## src/rtl/uart_pkg.sv

```systemverilog
// uart_pkg: shared types and helpers for the UART transmit/receive pair.
//   uart_tx_state_t : transmitter frame state
//   ticks_per_bit() : clock cycles per line bit, shared with uart_rx
package uart_pkg;

    typedef enum logic [1:0] {
        IDLE  = 2'd0,
        START = 2'd1,
        DATA  = 2'd2,
        STOP  = 2'd3
    } uart_tx_state_t;

    function automatic int ticks_per_bit(input int clock_freq, input int baud_rate);
        return clock_freq / baud_rate;
    endfunction

endpackage

```

## src/rtl/sync_fifo.sv

```systemverilog
// sync_fifo: single-clock FIFO with show-ahead read data.
//   clock, reset   : clock, synchronous active-high reset (flushes contents)
//   push/push_data : write request; ignored while full
//   pop/pop_data   : read request; pop_data is the head word, valid while !empty
//   full/empty     : occupancy flags
//   count          : words held, one extra bit so full and empty differ
module sync_fifo #(
    parameter int WIDTH = 8,
    parameter int DEPTH = 4
) (
    input  logic                     clock,
    input  logic                     reset,
    input  logic                     push,
    input  logic [WIDTH-1:0]         push_data,
    input  logic                     pop,
    output logic [WIDTH-1:0]         pop_data,
    output logic                     full,
    output logic                     empty,
    output logic [$clog2(DEPTH):0]   count
);

    localparam int AW = $clog2(DEPTH);

    logic [WIDTH-1:0] mem [DEPTH];
    logic [AW-1:0]    wr_ptr;
    logic [AW-1:0]    rd_ptr;
    logic             push_ok;
    logic             pop_ok;

    assign full     = (count == (AW+1)'(DEPTH));
    assign empty    = (count == '0);
    assign push_ok  = push && !full;
    assign pop_ok   = pop && !empty;
    assign pop_data = mem[rd_ptr];

    always_ff @(posedge clock) begin
        if (push_ok) begin
            mem[wr_ptr] <= push_data;
        end
    end

    // Pointers wrap naturally because DEPTH is a power of 2.
    always_ff @(posedge clock) begin
        if (reset) begin
            wr_ptr <= '0;
            rd_ptr <= '0;
            count  <= '0;
        end else begin
            if (push_ok) wr_ptr <= wr_ptr + AW'(1);
            if (pop_ok)  rd_ptr <= rd_ptr + AW'(1);
            case ({push_ok, pop_ok})
                2'b10:   count <= count + (AW+1)'(1);
                2'b01:   count <= count - (AW+1)'(1);
                default: count <= count;
            endcase
        end
    end

endmodule

```

## src/rtl/buff_uart_tx.sv

```systemverilog
// buff_uart_tx: buffered UART transmitter, 1 start bit, WIDTH data bits LSB first, 1 stop bit.
//   clock, reset          : clock, synchronous active-high reset (aborts any frame)
//   data/data_valid       : producer word and its valid
//   data_ready            : FIFO has room; a word transfers when data_valid && data_ready
//   signal                : registered TX line, idle high
//   busy                  : frame in progress or words still queued
//   fifo_count            : words waiting in the FIFO (excludes the word being shifted)
module buff_uart_tx
    import uart_pkg::*;
#(
    parameter int CLOCK_FREQ = 50_000_000,
    parameter int BAUD_RATE  = 115_200,
    parameter int WIDTH      = 8,
    parameter int FIFO_DEPTH = 4
) (
    input  logic                          clock,
    input  logic                          reset,
    input  logic [WIDTH-1:0]              data,
    input  logic                          data_valid,
    output logic                          data_ready,
    output logic                          signal,
    output logic                          busy,
    output logic [$clog2(FIFO_DEPTH):0]   fifo_count
);

    localparam int TPB = ticks_per_bit(CLOCK_FREQ, BAUD_RATE);
    localparam int TW  = $clog2(TPB);
    localparam int BW  = (WIDTH > 1) ? $clog2(WIDTH) : 1;
    localparam logic [TW-1:0] TICK_MAX = TW'(TPB - 1);
    localparam logic [BW-1:0] BIT_LAST = BW'(WIDTH - 1);

    uart_tx_state_t   state;
    uart_tx_state_t   next_state;
    logic [TW-1:0]    tick;
    logic [BW-1:0]    bit_count;
    logic [WIDTH-1:0] shift;
    logic             line_c;
    logic             pop;
    logic             fifo_full;
    logic             fifo_empty;
    logic [WIDTH-1:0] fifo_head;
    logic             bit_end;

    sync_fifo #(
        .WIDTH (WIDTH),
        .DEPTH (FIFO_DEPTH)
    ) u_fifo (
        .clock     (clock),
        .reset     (reset),
        .push      (data_valid),
        .push_data (data),
        .pop       (pop),
        .pop_data  (fifo_head),
        .full      (fifo_full),
        .empty     (fifo_empty),
        .count     (fifo_count)
    );

    assign data_ready = !fifo_full;
    assign busy       = (state != IDLE) || !fifo_empty;
    assign bit_end    = (tick == '0);

    always_comb begin
        next_state = state;
        pop        = 1'b0;
        line_c     = 1'b1;
        case (state)
            IDLE: begin
                if (!fifo_empty) begin
                    pop        = 1'b1;
                    next_state = START;
                end
            end
            START: begin
                line_c = 1'b0;
                if (bit_end) next_state = DATA;
            end
            DATA: begin
                line_c = shift[0];
                if (bit_end && bit_count == BIT_LAST) next_state = STOP;
            end
            STOP: begin
                // Chain straight into the next frame so queued words go out gap-free.
                if (bit_end) begin
                    if (!fifo_empty) begin
                        pop        = 1'b1;
                        next_state = START;
                    end else begin
                        next_state = IDLE;
                    end
                end
            end
            default: next_state = IDLE;
        endcase
    end

    // The line is registered from the current state, so it trails the state by one
    // cycle; every bit still lasts exactly TPB cycles.
    always_ff @(posedge clock) begin
        if (reset) begin
            state     <= IDLE;
            tick      <= '0;
            bit_count <= '0;
            shift     <= '0;
            signal    <= 1'b1;
        end else begin
            state  <= next_state;
            signal <= line_c;

            if (next_state != state || (state == DATA && bit_end)) begin
                tick <= TICK_MAX;
            end else if (state != IDLE) begin
                tick <= tick - TW'(1);
            end

            if (pop) begin
                shift     <= fifo_head;
                bit_count <= '0;
            end else if (state == DATA && bit_end) begin
                shift     <= shift >> 1;
                bit_count <= bit_count + BW'(1);
            end
        end
    end

endmodule

```

## config.mk

```make
export PLATFORM = sky130hd
export DESIGN_NAME = buff_uart_tx
export DESIGN_NICKNAME = d
export VERILOG_FILES = /design/src/rtl/uart_pkg.sv /design/src/rtl/sync_fifo.sv /design/src/rtl/buff_uart_tx.sv
export SDC_FILE = /design/constraint.sdc
export NUM_CORES = 1
export LEC_CHECK = 0
export BUFFER_PORTS_ARGS = -buffer_cell sky130_fd_sc_hd__buf_2
export CAP_MARGIN = 25
export CORE_MARGIN = 3
export CORE_UTILIZATION = 35
export CTS_CLUSTER_DIAMETER = 80
export DETAILED_ROUTE_END_ITERATION = 7
export PLACE_DENSITY = 0.59
export SLEW_MARGIN = 20
export SYNTH_ARGS = -nofsm -noshare
export SYNTH_HDL_FRONTEND = slang
export SYNTH_SLANG_ARGS = --single-unit
```

## constraint.sdc

```tcl
create_clock -name clock -period 3.2 [get_ports clock]
set_input_delay 0.32 -clock clock [delete_from_list [all_inputs] [get_ports clock]]
set_output_delay 0.32 -clock clock [all_outputs]
set_load 0.03 [all_outputs]
```

==> results.cfg <==
[status]
status = complete, no violations

[synthesis]
yosys-top-cells-count = sky130_fd_sc_hd__dfxtp_1 (32), sky130_fd_sc_hd__edfxtp_1 (32), sky130_fd_sc_hd__nor2_1 (19)
ys_seq_elements = 64
mappedNetlistNets = 259
synth.top_cell.area_share_pct = 33.64
synth-edff-count = 32
most_used_flip_flop_cell_after_synthesis = sky130_fd_sc_hd__edfxtp_1
syn_avg_cell_area_um2 = 12.26
fraction_of_synthesis_flops_using_an_asynchronous_set_or_reset_pin_pct = 0
post_synth_inst_count = 233
fraction_of_the_yosys_area_taken_by_sequential_cells_pct = 56.07
yosysUniqueCellTypes = 41
yosysWarningCount = 0
synth.largest_area_cell = sky130_fd_sc_hd__edfxtp_1
total_standard_cell_area_after_synthesis_mm2 = 0.002856
netlist_top_cells_area = sky130_fd_sc_hd__edfxtp_1 (34%), sky130_fd_sc_hd__dfxtp_1 (22%), sky130_fd_sc_hd__mux4_2 (6.3%)

[cts]
cts_inserted_buffers = 9
cts.path.max_buffers = 2
clock_tree_root_driver_cell = sky130_fd_sc_hd__clkbuf_8
cts.sink_count = 64
cts_max_level = 3
cts.repair_timing.setup_buffer_count = 0
post_cts_resize_count = 0
clock_latency_ns = 0.34
postCtsHoldBufs = 0
cts.reportedPaths.clkPinSlew_ns = 0.08
cts_tree = yes

[timing]
final_hold_viol_count = 0
slew_headroom_pct = 58.17
tightest_slew_ns = 0.6274
min_period_over_period_pct = 86.19
report.final.slew_viol_count = 0
rsz_0062_raised_after_global_routing = false
period_needed_ns = 2.758
clock.fmax_mhz = 362.6
clock_skew_ns = 0.008587
fin_tns_setup_ns = 0
final-setup-viol-count = 0

[power_and_ir_drop]
switching_share_pct = 36.45
p_switching_mw = 1.035
vdd.ir_drop.worst_mv = 0.4164
power_density_mw_per_mm2 = 881.2
combPwrFrac_pct = 35.0
power.sequential.fraction_pct = 41.2
power.leakage_nw = 1.159
internal-power_mw = 1.805
clock_power_share_pct = 23.8

[worst_setup_path]
worstSetupEndpoint = u_fifo.count[2]
setup.worst_path.class = register to register
r2r_start = tick[0]
cells_along_the_critical_path = inv_1 > ha_1 > nor4b_2 > a31oi_1 > or3_1 > inv_2 > ha_1 > inv_1 > fa_1 > xor2_1 > or3_1 > a21oi_1
critPathBufInv = 3
cp.required_ns = 3.46
crit_path_max_fanout = 6
cp_num_cells = 12
worstSetupEndpointType = register
cp.arrival_ns = 3.02
reg2reg_setup_slack_ns = 0.44
critPathTopFamily = simple AND/OR/NAND/NOR gates
slowest_delay_ns = 0.39
worst_path_max_delay_cell = sky130_fd_sc_hd__or3_1
ff2ff_path_depth = 12
crit_path_start_kind = register
rr_endpoint = u_fifo.count[2]
cp_launch_point = tick[0]

[drt]
wl_per_cell_um = 13.88
antenna_left = 0
drt_iter0_markers = 121
routed-via-count = 1782
routed_wl_um = 4969
post-route-drc-count = 0
drtPass1Iterations = 4
detail_route.vias_per_cell = 4.978

[grt]
antenna_found_initial = 0
global_route_wire_length_before_repair_um = 8507
grt_pass1_vias = 1753
grt_remaining_overflow = 0
grt.total_usage_pct = 12.39
maximum_number_of_pins_on_one_net_before_global_route_repair = 32

[die]
core.rowCount = 32
die_width_um = 96.34
die_h_um = 96.34
design.die.area_mm2 = 0.009281
placeableCoreArea_mm2 = 0.007807
floorplan.initialDensity_pct = 36.59
top_level_ports = 17

[place]
detailedPlacementHpwl_um = 3355
place_congestion = 0.6932
place.port_buffers = 16

[cells_and_area]
area_growth_syn_to_layout_pct = 12.83
final_net_count = 277
antennaDiodeCount = 0
utilization_pct = 41.28
drive_gt1_share_pct = 17.97

[flow_run]
maxCapViolCount = 0

[min_path]
hp-class = input pin to register
power groups by stage:
stage	clock (mW)	sequential, mW	combinational (mW)
5_1_grt	0.743	1.20	1.13
2_1_floorplan	0	1.17	0.797
6_report	0.676	1.17	0.994
3_5_place_dp	0	1.19	0.999
3_3_place_gp	0	1.19	0.998
4_1_cts	0.698	1.18	1.01
metal layers:
layer / vias up / GRT usage (%) / part of all wire [%]
met3: 13 / 5.004 / 4.8
met4: 0 / 5.607 / 2.3
met5: - / 0 / 0
li1: 883 / - / -
met2: 37 / 18.11 / 45
met1: 849 / 16.05 / 48
cell type report:
class                           instances  area [µm²]
Clock buffer                            9       123.9
Clock inverter                          7       71.32
Fill cell                             760        4584
Inverter                               14       52.55
Multi-Input combinational cell        145        1159
Sequential cell                        64        1602
Tap cell                              102       127.6
Timing Repair Buffer                   17       87.58
how the worst min path moves through the flow:
stage	depth (start not counted)	start	end	slack, ns
global placement	2	shift[7]	shift[7]	0.46
detailed placement	2	shift[7]	shift[7]	0.46
global route	1	data[3]	u_fifo.mem[0][3]	0.18
floorplan	0	data[0]	u_fifo.mem[0][0]	0.42
CTS	1	data[4]	u_fifo.mem[2][4]	0.18
finish	1	data[6]	u_fifo.mem[2][6]	0.20
through the flow:
step | hold WS (ns) | setup slack (ns) | instances | total power [mW] | cell area, µm²
2_1_floorplan | 0.4189 | 0.5453 | 233 | 1.971 | 2856
3_3_place_gp | 0.4595 | 0.5110 | 342 | 2.191 | 3028
3_5_place_dp | 0.4620 | 0.4711 | 342 | 2.193 | 3028
4_1_cts | 0.1808 | 0.4348 | 358 | 2.879 | 3223
5_1_grt | 0.1758 | 0.2514 | 358 | 3.072 | 3223
6_report | 0.1996 | 0.4421 | 358 | 2.840 | 3223
logic make-up (layout without fill, tap and decap cells):
group | count (synthesis) | count (layout) | synth area share (%)
AND/OR/NAND/NOR | 75 | 75 | 13.80
multiplexers | 11 | 11 | 7.359
AO/OA/AOI/OAI | 31 | 31 | 8.585
buffers and inverters | 24 | 47 | 3.373
adder cells (fa/ha/maj) | 15 | 15 | 6.833
flip-flops | 64 | 64 | 56.07
XOR/XNOR | 13 | 13 | 3.986
cell usage in the layout (no fill, tap or decap), drive strengths merged, types with 3 or more instances in the layout:
| cell type | Yosys | routed |
|---|---|---|
| dfxtp | 32 | 32 |
| ha | 14 | 14 |
| mux4 | 8 | 8 |
| nand2 | 18 | 18 |
| edfxtp | 32 | 32 |
| buf | 5 | 17 |
| xor2 | 7 | 7 |
| nor3b | 5 | 5 |
| inv | 14 | 15 |
| nor3 | 6 | 6 |
| a21oi | 11 | 11 |
| or3 | 3 | 3 |
| xnor2 | 6 | 6 |
| and3 | 4 | 4 |
| a311oi | 7 | 7 |
| nor2 | 19 | 19 |
| nand2b | 3 | 3 |
| mux2i | 3 | 3 |
| clkinv | 0 | 3 |
| clkbuf | 5 | 9 |
| nand3 | 9 | 9 |
sequential cells by signal, summed over array words and instances (netlist names), named ones only:
signal / cells
u_fifo.rd_ptr: 2
u_fifo.wr_ptr: 2
shift: 8
signal: 1
bit_count: 3
tick: 9
state: 2
u_fifo.mem: 32
u_fifo.count: 3
worst register-to-register path: stages, from the launching register on:
cell and delay, ns:
sky130_fd_sc_hd__dfxtp_1 0.33, sky130_fd_sc_hd__inv_1 0.08, sky130_fd_sc_hd__ha_1 0.13, sky130_fd_sc_hd__nor4b_2 0.26
sky130_fd_sc_hd__a31oi_1 0.13, sky130_fd_sc_hd__or3_1 0.40, sky130_fd_sc_hd__inv_2 0.14, sky130_fd_sc_hd__ha_1 0.19
sky130_fd_sc_hd__inv_1 0.06, sky130_fd_sc_hd__fa_1 0.37, sky130_fd_sc_hd__xor2_1 0.16, sky130_fd_sc_hd__or3_1 0.31
sky130_fd_sc_hd__a21oi_1 0.14
Note: power is estimated with default switching activity, not from simulation.
